==> src/rtl/mm_pkg.sv <==
// Shared constants for the 2x2 matrix-multiply engine: FSM encodings, frame
// headers, and the MAC step decoding used by the scheduler.
package mm_pkg;

    typedef logic [1:0] state_t;

    localparam state_t ST_IDLE = 2'd0;
    localparam state_t ST_LOAD = 2'd1;
    localparam state_t ST_MAC  = 2'd2;
    localparam state_t ST_SEND = 2'd3;

    localparam logic [7:0] HDR_CMD = 8'hA5;
    localparam logic [7:0] HDR_RSP = 8'h5A;

    localparam int N_OPERANDS     = 8;
    localparam int N_RESULT_BYTES = 9;
    localparam int N_MAC_STEPS    = 12;

    // Each result element takes three steps: clear+mul, accumulate, capture.
    function automatic logic [1:0] step_elem(input logic [3:0] s);
        return 2'(s / 4'd3);
    endfunction

    function automatic logic [1:0] step_phase(input logic [3:0] s);
        return 2'(s % 4'd3);
    endfunction

endpackage

==> src/rtl/mm_mac_scheduler.sv <==
// Frame-level controller: parses A5-prefixed operand frames, sequences the
// shared MAC to form C = A x B, and streams the 5A-prefixed reply.
module mm_mac_scheduler
    import mm_pkg::*;
#(
    parameter int DATA_W      = 8,
    parameter int ACC_W       = 16,
    parameter int TIMEOUT_CYC = 1000000
) (
    input  logic              clk,
    input  logic              rst_n,
    input  logic [7:0]        rx_data,
    input  logic              rx_valid,
    output logic              mac_clr,
    output logic              mac_en,
    output logic [DATA_W-1:0] mac_a,
    output logic [DATA_W-1:0] mac_b,
    input  logic [ACC_W-1:0]  mac_acc,
    output logic [7:0]        tx_data,
    output logic              tx_valid,
    input  logic              tx_ready,
    output logic              busy,
    output logic              err_overrun,
    output logic              err_timeout
);

    localparam int TO_W = $clog2(TIMEOUT_CYC + 1);

    state_t                           state_q, state_d;
    logic [3:0]                       idx_q, idx_d;
    logic [3:0]                       step_q, step_d;
    logic [3:0]                       tx_cnt_q, tx_cnt_d;
    logic [TO_W-1:0]                  to_cnt_q, to_cnt_d;
    logic [N_OPERANDS-1:0][DATA_W-1:0] opnd_q, opnd_d;
    logic [3:0][ACC_W-1:0]            c_q, c_d;
    logic                             ovr_q, ovr_d;
    logic                             tmo_q, tmo_d;

    logic [1:0]  elem;
    logic [1:0]  phase;
    logic [2:0]  tx_k;
    logic [15:0] tx_word;

    assign elem  = step_elem(step_q);
    assign phase = step_phase(step_q);

    // Operand slots: A[i][k] at {0,i,k}, B[k][j] at {1,k,j}.
    always_comb begin
        state_d  = state_q;
        idx_d    = idx_q;
        step_d   = step_q;
        tx_cnt_d = tx_cnt_q;
        to_cnt_d = to_cnt_q;
        opnd_d   = opnd_q;
        c_d      = c_q;
        ovr_d    = 1'b0;
        tmo_d    = 1'b0;
        mac_en   = 1'b0;
        mac_clr  = 1'b0;
        mac_a    = '0;
        mac_b    = '0;
        case (state_q)
            ST_IDLE: begin
                if (rx_valid && rx_data == HDR_CMD) begin
                    state_d  = ST_LOAD;
                    idx_d    = 4'd0;
                    to_cnt_d = '0;
                end
            end
            ST_LOAD: begin
                // The cycle after B3 is stored belongs to the compute phase.
                if (idx_q == 4'(N_OPERANDS)) begin
                    state_d = ST_MAC;
                    step_d  = 4'd0;
                    ovr_d   = rx_valid;
                end else if (rx_valid) begin
                    opnd_d[idx_q[2:0]] = DATA_W'(rx_data);
                    idx_d              = idx_q + 4'd1;
                    to_cnt_d           = '0;
                end else if (to_cnt_q == TO_W'(TIMEOUT_CYC)) begin
                    state_d  = ST_IDLE;
                    tmo_d    = 1'b1;
                    to_cnt_d = '0;
                end else begin
                    to_cnt_d = to_cnt_q + 1'b1;
                end
            end
            ST_MAC: begin
                ovr_d = rx_valid;
                case (phase)
                    2'd0: begin
                        mac_en  = 1'b1;
                        mac_clr = 1'b1;
                        mac_a   = opnd_q[{1'b0, elem[1], 1'b0}];
                        mac_b   = opnd_q[{1'b1, 1'b0, elem[0]}];
                    end
                    2'd1: begin
                        mac_en = 1'b1;
                        mac_a  = opnd_q[{1'b0, elem[1], 1'b1}];
                        mac_b  = opnd_q[{1'b1, 1'b1, elem[0]}];
                    end
                    default: begin
                        c_d[elem] = mac_acc;
                    end
                endcase
                if (step_q == 4'(N_MAC_STEPS - 1)) begin
                    state_d  = ST_SEND;
                    tx_cnt_d = 4'd0;
                end else begin
                    step_d = step_q + 4'd1;
                end
            end
            default: begin
                ovr_d = rx_valid;
                if (tx_ready) begin
                    if (tx_cnt_q == 4'(N_RESULT_BYTES - 1)) begin
                        state_d = ST_IDLE;
                    end else begin
                        tx_cnt_d = tx_cnt_q + 4'd1;
                    end
                end
            end
        endcase
    end

    always_ff @(posedge clk or negedge rst_n) begin
        if (!rst_n) begin
            state_q  <= ST_IDLE;
            idx_q    <= '0;
            step_q   <= '0;
            tx_cnt_q <= '0;
            to_cnt_q <= '0;
            opnd_q   <= '0;
            c_q      <= '0;
            ovr_q    <= 1'b0;
            tmo_q    <= 1'b0;
        end else begin
            state_q  <= state_d;
            idx_q    <= idx_d;
            step_q   <= step_d;
            tx_cnt_q <= tx_cnt_d;
            to_cnt_q <= to_cnt_d;
            opnd_q   <= opnd_d;
            c_q      <= c_d;
            ovr_q    <= ovr_d;
            tmo_q    <= tmo_d;
        end
    end

    // Reply byte n>0 is byte (n-1) of C00..C11, high byte first.
    assign tx_k    = tx_cnt_q[2:0] - 3'd1;
    assign tx_word = 16'(c_q[tx_k[2:1]]);

    always_comb begin
        tx_data = 8'h00;
        if (state_q == ST_SEND) begin
            if (tx_cnt_q == 4'd0) begin
                tx_data = HDR_RSP;
            end else begin
                tx_data = tx_k[0] ? tx_word[7:0] : tx_word[15:8];
            end
        end
    end

    assign tx_valid    = (state_q == ST_SEND);
    assign busy        = (state_q != ST_IDLE);
    assign err_overrun = ovr_q;
    assign err_timeout = tmo_q;

endmodule
==> config.mk <==
export PLATFORM = sky130hd
export DESIGN_NAME = mm_mac_scheduler
export DESIGN_NICKNAME = d
export VERILOG_FILES = /design/src/rtl/mm_pkg.sv /design/src/rtl/mm_mac_scheduler.sv
export SDC_FILE = /design/constraint.sdc
export NUM_CORES = 1
export LEC_CHECK = 0
export CAP_MARGIN = 15
export CORE_MARGIN = 2
export CORE_UTILIZATION = 45
export CTS_CLUSTER_DIAMETER = 150
export DETAILED_ROUTE_END_ITERATION = 7
export GPL_ROUTABILITY_DRIVEN = 0
export PLACE_DENSITY = 0.77
export SYNTH_ARGS = -nofsm -noshare
export SYNTH_HDL_FRONTEND = slang
export SYNTH_SLANG_ARGS = --single-unit
==> constraint.sdc <==
create_clock -name clk -period 4.17 [get_ports clk]
set_input_delay 0.834 -clock clk [delete_from_list [all_inputs] [get_ports clk]]
set_output_delay 0.834 -clock clk [all_outputs]
set_load 0.05 [all_outputs]
# Word-level counts from Yosys, hierarchy flattened
# Cells that the tools add are included.
[totals]
ff_bits = 164
latch_bits = 0
mem_bits_rw = 0
rom_bits = 0
word_cells = 134
mem_count = 0
[classes]
n_bitwise = 3
shifts = 0
n_addsub = 5
div_mod_pow = 2
n_eq_ne = 18
order_cmp = 9
n_mux = 57
reduce_logical = 21
n_mul = 0
[op_table]
columns = ["cell", "n"]
rows = [
  ["$bwmux W64", 2],
  ["$mux W8", 14],
  ["$mux W20", 4],
  ["$pmux W20 S2", 1],
  ["$bmux W16 S2", 1],
  ["$demux W16 S2", 1],
  ["$mux W16", 2],
  ["$mux W4", 8],
  ["$pmux W8 S2", 2],
  ["$demux W8 S3", 1],
  ["$pmux W4 S2", 3],
  ["$add A20 B1 Y20 const B", 1],
  ["$eq A20 B20 Y1 const B", 1],
  ["$mux W2", 7],
  ["$add A4 B1 Y4 const B", 3],
  ["$eq A4 B4 Y1 const B", 3],
  ["$lt A3 B4 Y1 const B", 3],
  ["$ne A2 B2 Y1 const B", 6],
  ["$mux W1", 9],
  ["$reduce_and A3 Y1", 3],
  ["$eq A8 B8 Y1 const B", 1],
  ["$lt A2 B4 Y1 const B", 2],
  ["$reduce_and A4 Y1", 2],
  ["$reduce_bool A2 Y1", 4],
  ["20 further kinds", 31],
]

# Depth between registers and ports, before layout
[logic_depth]
ltp_word = 6
depth_mapped = 18

# Worst setup path before layout
# No wires, ideal clock.
[synth_path]
path_type = "flip-flop to output port"
from = "register step_q[2]"
to = "output mac_a[0]"
path_buffers = 5
stages_incl_launch_ff = 18
t_required_ns = 3.336
arrival_time_ns = 3.867
path_slack_ns = -0.531
path_cell_list = "dfrtp_1 -> buf_6 -> nor2b_1 -> ha_1 -> inv_1 -> ha_1 -> clkbuf_8 -> nand2_1 -> clkbuf_1 -> xnor2_1 -> ha_1 -> buf_6 -> or3b_1 -> buf_6 -> a211oi_4 -> o21a_2 -> o21ai_0 -> a21oi_1"
[synth_via]
elab_chain_cells = 5
word_cells_on_any_way = 10
cone_classes = "div: 2; eq/ne: 1; mux: 6; reduce/logical: 1"
[synth_lines]
columns = ["item", "line", "source"]
rows = [
  ["start, declared", "mm_mac_scheduler.sv:31", "logic [3:0] step_q, step_d;"],
  ["start signal, assigned", "mm_mac_scheduler.sv:140", "step_q <= step_d;"],
  ["$div A4 B2 Y4", "mm_pkg.sv:21", "return 2'(s / 4'd3);"],
  ["$mux W8 (on tied branches) (2 in a row)", "mm_mac_scheduler.sv:99, mm_mac_scheduler.sv:94", ""],
  ["$pmux W8 S2 (*)", "mm_mac_scheduler.sv:90", "case (phase)"],
  ["$mux W8 (*)", "mm_mac_scheduler.sv:62", "case (state_q)"],
  ["end, declared", "mm_mac_scheduler.sv:16", "output logic [DATA_W-1:0] mac_a,"],
]
# Mark *: on every way between the ends. The rest lies on a longest branch, timed or not. The select of a mux whose other input is x is not followed.

# Final worst setup path
# Ends and elaborated chain as after synthesis.

==> out/results.ini <==
[power]
leakage_nw = 4.50
switching_share_pct = 35.5
p_comb_share_pct = 37.2
pwr-share-seq_pct = 37.7
pwr-share-clk_pct = 25.1
vdd_drop_max_uv = 332
p_int_w = 0.00386
p_switching_w = 0.00212
power_density_nw_per_um2 = 583

[cells_and_area]
antennaDiodeCount = 0
fill_cells = 1532
final_core_util_pct = 54.8
areaGrowthSynthToFinish_pct = 19.1
drive_gt1_share_pct = 38.2
nets = 819

[synthesis]
synth.distinct_cells = 73
synth_flop_cell = dfrtp_1
synth-edff-count = 0
synthArstFlopShare_pct = 100
yosysTopAreaCell = dfrtp_1
synth_common_cells = 164 x dfrtp_1, 131 x mux2_2, 33 x nor2_1, 32 x o21ai_0
ys_ff_latch = 164
synthesis.area_sq_um = 8600
yosysTopAreaCellShare_pct = 47.7
synth_seq_area_share_pct = 47.7
syn_inst = 707
yosys_warnings = 0
synth.area.top_cells = dfrtp_1 48%, mux2_2 17%, mux4_2 4.2%
synth_nets = 746
yosysMostFrequentCell = dfrtp_1
avgSynthCellArea_sq_um = 12.2

[routing]
viasPerCell = 5.86
route.detailed.drc = 0
routed_wl_mm = 18.8
ant_nets = 0
vias = 6020
wl_per_cell_um = 18.3
drtIter0Drc = 326
dr.pass1.iters = 5

[placed_design]
place_hpwl_mm = 12.6
numPortBuffers = 57

[timing]
setup_viol = 0
fin_setup_tns_ns = 0
slew_violations = 0
hold_viol_final = 0
tightest_slew_ns = 0.894
fin_crit_ns = 4.09
clock_skew_ns = 0.00761
timing.fmax_ghz = 0.245
post-route-period-util_pct = 98.0
maxSlewHeadroom_pct = 40.0

[critical_path]
required_ns = 3.34
cp_common_cell = ha_4
worst-r2r-cell-count = 13
reg2reg_slack_ns = 1.12
arrival_ns = 3.25
crit_path_start_kind = flop
path_delay_family = compound AO/OA/AOI/OAI gates
reg2reg_from = step_q[2]
cp.depth = 14
endpoint_kind = output pin
worst-path-buf-inv = 3
slowest_delay_ns = 0.45
cp_slowest_cell = or3b_4
path_cells = nor2b_1 -> ha_1 -> inv_2 -> ha_4 -> nand2_4 -> xnor2_2 -> ha_4 -> or3b_4 -> a211oi_4 -> buf_4 -> a22o_2 -> a22oi_1 -> a21oi_4 -> buf_12
r2r-end = c_q[25]
critPathLaunch = step_q[2]
critPathMaxFanout = 6
path_class = flop to output pin

[global_routing]
grt_overflow = 0
grt_pass1_vias = 5954
grt_pass1_wl_mm = 30.8
antenna_found_initial = 0
grt_usage_pct = 19.2
grt_max_degree = 93

[floorplanning]
core_area_sq_um = 18700
start_util_pct = 46.0
die_area_sq_um = 20200
die_y_um = 142
rows = 50
die_w_um = 142
pin_count = 58

[run_status]
status = completed

[clock_tree]
cts_buffer_depth = 2
cts.sinks = 164
cts-root-buf = clkbuf_16
htree_num_levels = 4
numCtsBuffers = 17
insertion_delay_ns = 0.42
path_clk_slew_ns = 0.07
cts_tree = built

[run]
maxCapViolations = 0

[worst_hold_path]
hp-class = primary input to asynchronous set/reset pin

## metal layers
metal / global-route usage, % / part of all wire, % / up-vias
li1: - / - / 2777
met1: 25.8 / 45 / 3079
met2: 32.0 / 50 / 147
met3: 4.07 / 3.9 / 17
met4: 5.00 / 1.0 / 0
met5: 0 / 0 / -
## cell type report
class                   instances  area (sq um)  share of cell area (%)
repair buffers                 89           833                    8.13
inverters                      27           105                    1.03
well taps                     234           293                    2.86
clock buffers                  19           443                    4.32
flip-flops and latches        164          4110                    40.1
multi-input cells             481          4340                    42.4
clock inverters                13           124                    1.21
## through the flow
step | setup WS, ns | hold WS (ns) | power [W] | area [sq um] | std cells
6_report | 0.0814 | 0.486 | 0.00597 | 10200 | 1027
5_1_grt | -0.0231 | 0.501 | 0.00631 | 10200 | 1027
4_1_cts | 0.0393 | 0.490 | 0.00593 | 10100 | 1020
3_5_place_dp | 0.149 | 0.475 | 0.00440 | 9520 | 985
3_3_place_gp | 0.288 | 0.466 | 0.00434 | 9520 | 985
2_1_floorplan | -0.124 | 0.453 | 0.00386 | 8750 | 707
## worst register-to-register path: stages, from the launching register on
cell      delay [ns]
dfrtp_1         0.38
nor2b_1         0.13
ha_1            0.18
inv_2           0.07
ha_4            0.14
nand2_4         0.05
xnor2_2         0.19
ha_4            0.21
buf_4           0.13
nand2_1         0.08
a311oi_4        0.52
and3_1          0.23
buf_4           0.26
mux2_2          0.38
## power groups by stage
| stage | Clock (W) | Combinational, W | Sequential (W) |
|---|---|---|---|
| finish | 0.00150 | 0.00222 | 0.00225 |
| detailed placement | 0 | 0.00212 | 0.00228 |
| global route | 0.00160 | 0.00240 | 0.00231 |
| global placement | 0 | 0.00208 | 0.00225 |
| CTS | 0.00153 | 0.00216 | 0.00225 |
| floorplan | 0 | 0.00168 | 0.00218 |
## worst max path at each step
stage               end  slack [ns]
2_1_floorplan  mac_a[6]       -0.12
3_3_place_gp   mac_b[3]        0.29
3_5_place_dp   mac_a[5]        0.15
4_1_cts        mac_a[7]        0.04
5_1_grt        mac_a[5]       -0.02
6_report       mac_a[0]        0.08
## cell usage in the layout, fill, tap and decap left out, drive strengths merged, types with 23 or more instances in the layout
master	Yosys	layout
a21oi	30	30
nand2	28	28
inv	26	29
o21ai	33	33
nand3	23	23
clkdlybuf4s50	0	30
nor2	34	34
mux2	136	136
buf	19	59
dfrtp	164	164
## flip-flops by register name (all words and copies together), names as in the netlist
register / flops
c_q: 64
opnd_q: 64
to_cnt_q: 20
idx_q: 4
step_q: 4
tx_cnt_q: 4
state_q: 2
err_overrun: 1
err_timeout: 1
## what timing repair did
action / CTS / global route
setup buffers: 3 / 7
gates resized for setup: 7 / 11
hold buffers: 0 / 0
endpoints found under the setup margin: 16 / 17
pin swaps: 1 / 5
cloned: 0 / 0
## kinds of logic after synthesis
kind of cell / Yosys count / synth area share (%)
buf+inv: 62 / 4.20
mux: 169 / 24.0
simple gates: 156 / 10.0
fa+ha+maj: 11 / 1.60
flops: 164 / 47.7
compound gates: 135 / 11.3
xor+xnor: 10 / 1.19
(Power assumes the default switching activity.)
==> RTL edit, RTL diff (config.mk and constraints unchanged) <==
`DATA_W`: 8 -> 7.
--- a/src/rtl/mm_mac_scheduler.sv
+++ b/src/rtl/mm_mac_scheduler.sv
@@ -3,7 +3,7 @@
 module mm_mac_scheduler
     import mm_pkg::*;
 #(
-    parameter int DATA_W      = 8,
+    parameter int DATA_W      = 7,
     parameter int ACC_W       = 16,
     parameter int TIMEOUT_CYC = 1000000
 ) (
Interface: changed (resized mac_a and mac_b); port bits go from 58 to 56. The function was not compared with the original's and may differ.
==> RTL edit against the unedited design <==
Total power is 30% higher. First-iteration DRC count is 77% higher. Largest power group is now combinational logic. Sequential cell count is 8 lower. Cell count is 4.1% lower. Utilization is 2.0 points higher. Area after synthesis is 6.3% lower. Die area is 6.1% lower. Setup slack worse by 0.011 ns. Final area is 3.5% lower. Wire length is 0.45% lower. Maximum frequency is 0.26% lower. Sequential share of layout area is 0.57 points lower.
==> RTL edit: results (changes against the unedited design) <==
* Status: complete, no violations (unchanged)
* Global Route Usage Sum at 20.4% (was 19.2%)
* Metal2 WL at 9.18 mm (was 9.49 mm)
* Placed cell count at 945 (was 985)
* DR vias/cell at 5.93 (was 5.86)
* Layout cells sized above 1 at 32.0% (was 38.2%)
* GR Util met3 at 4.01% (was 4.07%)
* Leakage at 4.23 nW (was 4.50 nW)
* R2r startpoint: step_q[3] (was step_q[2])
* DR WL/cell at 19.0 um (was 18.3 um)
* Post-DP HPWL at 12.0 mm (was 12.6 mm)
* Final non-filler cell total at 985 (was 1,027)
* Syn_nets at 721 (was 746)
* First-pass GRT wire length at 29.9 mm (was 30.8 mm)
* Distinct cells, synth at 65 (was 73)
* Fill cells at 1,400 (was 1,532)
* Met3 WL at 750 um (was 740 um)
* Compound-Gate Fraction of Synth Area at 9.64% (was 11.3%)
* Met2 Use GR at 33.1% (was 32.0%)
* Ys flop type: dfrtp_1 (unchanged)
* Met1 track demand over resource at 27.9% (was 25.8%)
* Reg2reg end: c_q[37] (was c_q[25])
* Xor/xnor share of the synthesized area at 0.962% (was 1.19%)
* TritonRoute pass-1 iters at 7 (was 5)
* Placed Area at 9110 um^2 (was 9520 um^2)
* HP Class: flop to flop (was input pin to asynchronous set/reset pin)
* Vias in the first global route at 5,733 (was 5,954)
* Nets@finish at 786 (was 819)
* WP data arrival at 3.27 ns (was 3.25 ns)
* Crit-path max FO at 8 (was 6)
* Largest net degree at the start of global routing at 101 (was 93)
* Top flop regs: c_q x64, opnd_q x56, to_cnt_q x20 (was c_q x64, opnd_q x64, to_cnt_q x20)
* Metal-1 WL at 8.49 mm (was 8.39 mm)
* Drt first-iter violations at 578 (was 326)
* Top cells by area, synth: dfrtp_1, mux2_2, mux2_1 (was dfrtp_1, mux2_2, mux4_2)
* Clk_skew at 0.0104 ns (was 0.00761 ns)
* Max IR drop VDD at 0.000629 V (was 0.000332 V)
* I/O Buffers at 55 (was 57)
* Synth Area in Adders at 1.71% (was 1.60%)
* Slew HR at 38.3% (was 40.0%)
* Worst R2R Setup Slack at 1.06 ns (was 1.12 ns)
* Sequential fraction of the synthesis area at 48.4% (was 47.7%)
* Mux share of post-synthesis cell area at 23.7% (was 24.0%)
* Commonest cells in the netlist: dfrtp_1, mux2_2, mux2_1 (was dfrtp_1, mux2_2, nor2_1)
## RTL edit: critical path: stages (launching register included)
cell	delay, ns
dfrtp_1	0.42
nor2b_4	0.12
ha_1	0.14
inv_1	0.04
ha_2	0.16
and2_4	0.14
xnor2_1	0.12
ha_2	0.23
or3b_4	0.43
a21oi_4	0.18
buf_6	0.14
mux2_4	0.25
a22oi_2	0.13
nor2_4	0.17
buf_12	0.16
## RTL edit: how the worst max path moves through the flow
stage	startpoint	to	slack, ns	cells past startpoint
final	step_q[3]	mac_b[4]	0.07	14
after global routing	step_q[3]	mac_b[4]	-0.03	14
after CTS	step_q[3]	mac_a[5]	-0.02	13
after detailed placement	step_q[2]	mac_a[5]	-0.08	13
after global placement	step_q[2]	mac_a[5]	0.01	13
after floorplan	step_q[2]	mac_a[0]	-0.12	15
## RTL edit: what timing repair did
item | in CTS | in global routing
setup buffers | 2 | 6
endpoints found under the setup margin | 16 | 16
gates resized for setup | 10 | 18
pin swaps | 1 | 7
## RTL edit: cell type report
cell class              instances  area, um^2  share of cell area, %
clock buffers                  20         447                   4.52
multi-input cells             470        4150                   41.9
flip-flops and latches        156        3910                   39.5
clock inverters                12         136                   1.38
repair buffers                 84         905                   9.15
well taps                     225         282                   2.85
inverters                      18        67.6                  0.683
## RTL edit: metrics by stage
stage	hold slack [ns]	setup slack, ns	total power [mW]
floorplan	0.452	-0.115	4.93
CTS	0.484	-0.0218	7.57
global route	0.491	-0.0334	8.21
detailed placement	0.471	-0.0767	5.93
finish	0.481	0.0706	7.79
global placement	0.462	0.00996	5.84
## RTL edit: where the power goes
group	leakage, nW	internal, mW	switching, mW
clock network	0.277	0.902	0.623
logic	1.94	1.74	2.19
registers	2.02	2.01	0.337
